`src/rtl/fft_stage_sequencer.sv`:
```
// -----------------------------------------------------------------------------
// fft_stage_sequencer
//
// Control sequencer for the FFT register stage. It loads N samples from the
// source, runs each of the NSTG stages in order, feeds every intermediate
// result back serially as the next stage's input, and finally presents the
// whole transform to the sink.
//
// Optional feature macro: FFT_WDOG_EN
//   When defined, a calculation watchdog aborts a stage that does not report
//   calc_finish within TIMEOUT cycles and sets the sticky err flag.
//   When undefined, err is tied low and CALC waits indefinitely.
//
// Ports
//   clk          in   1      clock, rising edge
//   reset        in   1      asynchronous active-high reset
//   s_valid      in   1      input sample valid
//   s_data       in   MSB    input sample
//   s_ready      out  1      high only while loading samples
//   fill_regs    out  1      one-cycle pulse: start twiddle map fill
//   start_calc   out  1      one-cycle pulse: start stage computation
//   data_in      out  MSB    word written to the stage input registers
//   addr_counter out  AW     write address belonging to data_in
//   stage        out  SW     current stage index, 0..NSTG-1
//   fft_data_out in   N*MSB  stage result
//   calc_finish  in   1      stage result valid
//   m_valid      out  1      final result valid
//   m_data       out  N*MSB  final result (internal result latch)
//   m_ready      in   1      sink accepts the result
//   busy         out  1      sequencer not idle
//   err          out  1      sticky watchdog error
// -----------------------------------------------------------------------------
module fft_stage_sequencer #(
  parameter int N        = 16,
  parameter int MSB      = 16,
  parameter int FILL_CYC = N/2 + 2
`ifdef FFT_WDOG_EN
  ,
  parameter int TIMEOUT  = 255
`endif
) (
  input  logic                    clk,
  input  logic                    reset,
  input  logic                    s_valid,
  input  logic [MSB-1:0]          s_data,
  output logic                    s_ready,
  output logic                    fill_regs,
  output logic                    start_calc,
  output logic [MSB-1:0]          data_in,
  output logic [$clog2(N)-1:0]    addr_counter,
  output logic [$clog2(N/4)-1:0]  stage,
  input  logic [N*MSB-1:0]        fft_data_out,
  input  logic                    calc_finish,
  output logic                    m_valid,
  output logic [N*MSB-1:0]        m_data,
  input  logic                    m_ready,
  output logic                    busy,
  output logic                    err
);

  localparam int NSTG = $clog2(N);
  localparam int AW   = $clog2(N);
  localparam int SW   = $clog2(N/4);
  localparam int FW   = $clog2(FILL_CYC + 1);
`ifdef FFT_WDOG_EN
  localparam int TW   = $clog2(TIMEOUT + 1);
`endif

  typedef enum logic [2:0] {
    IDLE      = 3'd0,
    LOAD      = 3'd1,
    WAIT_FILL = 3'd2,
    CALC      = 3'd3,
    FEED      = 3'd4,
    DONE      = 3'd5
  } state_t;

  state_t             state;
  logic [AW-1:0]      cnt;       // word pointer for LOAD and FEED
  logic [FW-1:0]      fill_cnt;  // cycles since the last fill_regs pulse (saturating)
  logic [N*MSB-1:0]   latch;     // last stage result
`ifdef FFT_WDOG_EN
  logic [TW-1:0]      wdog_cnt;
  logic               err_r;
  assign err = err_r;
`else
  assign err = 1'b0;
`endif

  assign m_data = latch;

  // Sequencer FSM: all outputs are registered here.
  always_ff @(posedge clk or posedge reset) begin
    if (reset) begin
      state        <= IDLE;
      cnt          <= '0;
      fill_cnt     <= '0;
      latch        <= '0;
      s_ready      <= 1'b0;
      fill_regs    <= 1'b0;
      start_calc   <= 1'b0;
      data_in      <= '0;
      addr_counter <= '0;
      stage        <= '0;
      m_valid      <= 1'b0;
      busy         <= 1'b0;
`ifdef FFT_WDOG_EN
      wdog_cnt     <= '0;
      err_r        <= 1'b0;
`endif
    end else begin
      // Pulses default low; the branch issuing one overrides.
      fill_regs  <= 1'b0;
      start_calc <= 1'b0;
      // The fill runs in the background of LOAD/FEED, so its timer runs freely.
      if (fill_cnt != FW'(FILL_CYC)) begin
        fill_cnt <= fill_cnt + 1'b1;
      end
`ifdef FFT_WDOG_EN
      if (state == CALC && wdog_cnt != TW'(TIMEOUT)) begin
        wdog_cnt <= wdog_cnt + 1'b1;
      end
`endif
      case (state)
        IDLE: begin
          // The word seen here is not consumed; it is accepted again in LOAD.
          if (s_valid) begin
            state     <= LOAD;
            s_ready   <= 1'b1;
            busy      <= 1'b1;
            stage     <= '0;
            cnt       <= '0;
            fill_regs <= 1'b1;
            fill_cnt  <= '0;
          end
        end
        LOAD: begin
          // s_ready is high throughout LOAD, so s_valid alone marks an accept.
          if (s_valid) begin
            data_in      <= s_data;
            addr_counter <= cnt;
            if (cnt == AW'(N - 1)) begin
              cnt     <= '0;
              s_ready <= 1'b0;
              state   <= WAIT_FILL;
            end else begin
              cnt <= cnt + 1'b1;
            end
          end
        end
        WAIT_FILL: begin
          // Leaving now puts start_calc FILL_CYC cycles after fill_regs at the earliest.
          if (fill_cnt >= FW'(FILL_CYC - 1)) begin
            state      <= CALC;
            start_calc <= 1'b1;
`ifdef FFT_WDOG_EN
            wdog_cnt   <= '0;
`endif
          end
        end
        CALC: begin
          if (calc_finish) begin
            latch <= fft_data_out;
            if (stage == SW'(NSTG - 1)) begin
              state   <= DONE;
              m_valid <= 1'b1;
            end else begin
              stage     <= stage + 1'b1;
              fill_regs <= 1'b1;
              fill_cnt  <= '0;
              cnt       <= '0;
              state     <= FEED;
            end
          end
`ifdef FFT_WDOG_EN
          else if (wdog_cnt == TW'(TIMEOUT)) begin
            err_r <= 1'b1;
            state <= IDLE;
            busy  <= 1'b0;
            stage <= '0;
          end
`endif
        end
        FEED: begin
          // Replay the previous result one word per cycle as the next stage input.
          data_in      <= latch[int'(cnt)*MSB +: MSB];
          addr_counter <= cnt;
          if (cnt == AW'(N - 1)) begin
            cnt   <= '0;
            state <= WAIT_FILL;
          end else begin
            cnt <= cnt + 1'b1;
          end
        end
        DONE: begin
          if (m_ready) begin
            state   <= IDLE;
            m_valid <= 1'b0;
            busy    <= 1'b0;
          end
        end
        default: begin
          state   <= IDLE;
          s_ready <= 1'b0;
          m_valid <= 1'b0;
          busy    <= 1'b0;
        end
      endcase
    end
  end

endmodule
```
`config.mk`:
```
export PLATFORM = sky130hd
export DESIGN_NAME = fft_stage_sequencer
export DESIGN_NICKNAME = d
export VERILOG_FILES = /design/src/rtl/fft_stage_sequencer.sv
export SDC_FILE = /design/constraint.sdc
export NUM_CORES = 1
export LEC_CHECK = 0
export BUFFER_PORTS_ARGS = -buffer_cell sky130_fd_sc_hd__buf_2
export CORE_AREA = 5 5 214 216
export CTS_BUF_LIST = sky130_fd_sc_hd__clkbuf_2 sky130_fd_sc_hd__clkbuf_4 sky130_fd_sc_hd__clkbuf_8
export DETAILED_ROUTE_END_ITERATION = 16
export DIE_AREA = 0 0 219 221
export GPL_ROUTABILITY_DRIVEN = 0
export GPL_TIMING_DRIVEN = 0
export SLEW_MARGIN = 20
export SYNTH_ARGS = -nofsm -noshare
export SYNTH_HDL_FRONTEND = slang
export SYNTH_SLANG_ARGS = --single-unit
```
`constraint.sdc`:
```
create_clock -name clk -period 19.5 [get_ports clk]
set_input_delay 3.9 -clock clk [delete_from_list [all_inputs] [get_ports clk]]
set_output_delay 3.9 -clock clk [all_outputs]
set_load 0.02 [all_outputs]
```
==> results.sh <==
export IMPL_status="completed"
export IMPL_worst_pin_slew_ns=0.984
export IMPL_cellLeakagePower_nw=10.2
export IMPL_track_usage=0.265
export IMPL_htree_levels=2
export IMPL_worstPathArrival_ns=5.99
export IMPL_drive_gt1_frac=0.367
export IMPL_dr_pass1_iters=5
export IMPL_fin_area_um2=18400
export IMPL_finalSetupViolations=0
export IMPL_grt_antenna_before_repair=11
export IMPL_min_period_ns=5.43
export IMPL_path_clk_slew_ns=0.06
export IMPL_layout_commonest_cell="nand2_1"
export IMPL_cts_tree="yes"
export IMPL_synth_top_flop_cell="dfrtp_1"
export IMPL_synth_edf_count=0
export IMPL_first_iter_violations=1130
export IMPL_die_w_um=219
export IMPL_fin_worst_skew_ns=0.0134
export IMPL_fin_setup_tns_ns=0
export IMPL_ctsResizeCount=0
export IMPL_start_util=0.311
export IMPL_wl_per_cell_um=24.7
export IMPL_rsz0062_at_grt="false"
export IMPL_avgSynthCellArea_um2=9.48
export IMPL_hold_violations=0
export IMPL_drcViolationCount=0
export IMPL_maxClockFrequency_ghz=0.184
export IMPL_cp_start_kind="input port"
export IMPL_cts_hold_buf=0
export IMPL_hp_class="reg2reg"
export IMPL_ant_nets=0
export IMPL_place_area_um2=17200
export IMPL_avgViaCountPerCell=5.07
export IMPL_critPathCaptureType="register"
export IMPL_fin_total_pwr_mw=3.33
export IMPL_synth_cell_types=46
export IMPL_syn2layout_area_growth_pct=35.1
export IMPL_critPathKind="in2reg"
export IMPL_clk_latency_ns=0.63
export IMPL_grt_pass1_wl_um=94600
export IMPL_post_route_period_util=0.278
export IMPL_overflow=0
export IMPL_async_reset_ff_frac=1.00
export IMPL_io_pins=561
export IMPL_max_cap_violations=0
export IMPL_maxSlewViolCount=0
export IMPL_ys_warnings_count=0
export IMPL_worst_path_max_fanout=10
export IMPL_hpwlAfterDp_um=51400
export IMPL_root_buffer="clkbuf_8"
export IMPL_relSlewSlack=0.344
export IMPL_peakVddDrop_mv=0.0806
export IMPL_grt_max_degree=101
export IMPL_cts_buffers=53
export IMPL_first_global_vias=13816
export IMPL_coreArea_um2=43700
export IMPL_fp_dieH_um=221
export IMPL_io_buffers=559
export IMPL_dieArea_um2=48400
export IMPL_synth_cells=1435
export IMPL_syn_area_um2=13600
export IMPL_clkSinkCount=294
export IMPL_p_per_area_nw_per_um2=181
export IMPL_num_vias=13633
export IMPL_critPathRequiredTime_ns=20.06
export IMPL_clk_path_buf_depth=3
export IMPL_postCtsSetupBuffers=0
export IMPL_synth_nets=1718
export IMPL_ys_seq_elements=294
export IMPL_wirelength_um=66400
export IMPL_row_count=77
export IMPL_most_common_layout_cells="nand2_1 (802), buf_2 (592), dfrtp_1 (294)"
export IMPL_nNetsFinal=2334
export IMPL_hold_slack_ns=0.492
export IMPL_yosysSeqAreaShare=0.541
-- flip-flops by register name, indices dropped and copies added (netlist names) --
signal / cells
data_in: 16
m_valid: 1
fill_regs: 1
addr_counter: 4
state: 3
start_calc: 1
m_data: 256
busy: 1
fill_cnt: 4
cnt: 4
s_ready: 1
stage: 2
-- logic make-up after synthesis --
| logic type | Yosys count | synth area share |
|---|---|---|
| buf+inv | 107 | 0.0348 |
| other cells | 1 | 0.000276 |
| fa+ha+maj | 6 | 0.00552 |
| simple gates | 849 | 0.242 |
| compound gates | 94 | 0.0515 |
| mux | 82 | 0.124 |
| xor+xnor | 2 | 0.00129 |
| flops | 294 | 0.541 |
-- per-stage QoR --
| stage | setup slack, ns | utilization | cells |
|---|---|---|---|
| after floorplan | 7.48 | - | 1435 |
| after global placement | 3.77 | 0.392 | 2586 |
| after detailed placement | 13.40 | 0.393 | 2588 |
| after CTS | 14.07 | 0.420 | 2682 |
| after global routing | 13.98 | 0.420 | 2689 |
| final | 14.07 | 0.420 | 2690 |
-- worst paths after layout --
path	to	depth (start not counted)	start	slack [ns]
min in group asynchronous	m_data[115]$_DFFE_PP0P_	2	reset	3.40
min reg2reg	m_data[235]$_DFFE_PP0P_	2	m_data[235]$_DFFE_PP0P_	0.49
max in group asynchronous	m_data[189]$_DFFE_PP0P_	3	reset	15.06
max reg2reg	m_data[123]$_DFFE_PP0P_	6	state[0]$_DFFE_PP0P_	16.84
max	m_data[123]$_DFFE_PP0P_	6	calc_finish	14.07
min	m_data[235]$_DFFE_PP0P_	2	m_data[235]$_DFFE_PP0P_	0.49
-- routing by layer --
metal,up-vias,GRT usage,part of all wire
met4,4,0.0729,0.026
li1,5972,-,-
met3,118,0.0596,0.079
met2,709,0.432,0.48
met5,-,0,0.00051
met1,6830,0.358,0.41
-- critical path: stages --
cell,delay (ns)
buf_2,0.13
nand4_1,0.32
clkbuf_1,0.60
clkbuf_1,0.80
nand2_1,0.13
nand2_1,0.10
-- final cells by class --
class,instances,area (um^2)
Antenna cell,8,20.0
Buffer,94,424
Clock buffer,84,1070
Clock inverter,10,83.8
Fill cell,4494,25400
Inverter,13,56.3
Multi-Input combinational cell,1034,5770
Sequential cell,294,7360
Tap cell,592,741
Timing Repair Buffer,561,2850
-- Yosys cell counts (3+ instances only) --
cell type    n  share of area
ha_1         6         0.0055
buf_2       33          0.012
mux2_2      17          0.014
mux4_1      12          0.023
o2111ai_1    5         0.0032
nand3_1     15         0.0055
dfrtp_1    294           0.54
inv_1       12         0.0033
a21o_1       3         0.0017
buf_4        4         0.0022
nand2_1    802           0.22
mux4_2      52          0.086
a22oi_1     19          0.010
a22o_1      18          0.012
a21oi_1      7         0.0026
nor2b_1      4         0.0018
o21ai_0     15         0.0055
a32oi_1     16          0.010
nor2_1       8         0.0022
clkbuf_1    44          0.012
nand2b_1     7         0.0032
buf_1       11         0.0030
-- power breakdown --
group / leakage (nW) / internal, mW / switching, mW / total [mW]
clock: 0.612 / 0.362 / 0.276 / 0.638
combinational: 5.86 / 0.560 / 0.975 / 1.53
sequential: 3.74 / 0.885 / 0.275 / 1.16
total: 10.2 / 1.81 / 1.53 / 3.33
Power figures use the tool's default switching activity.
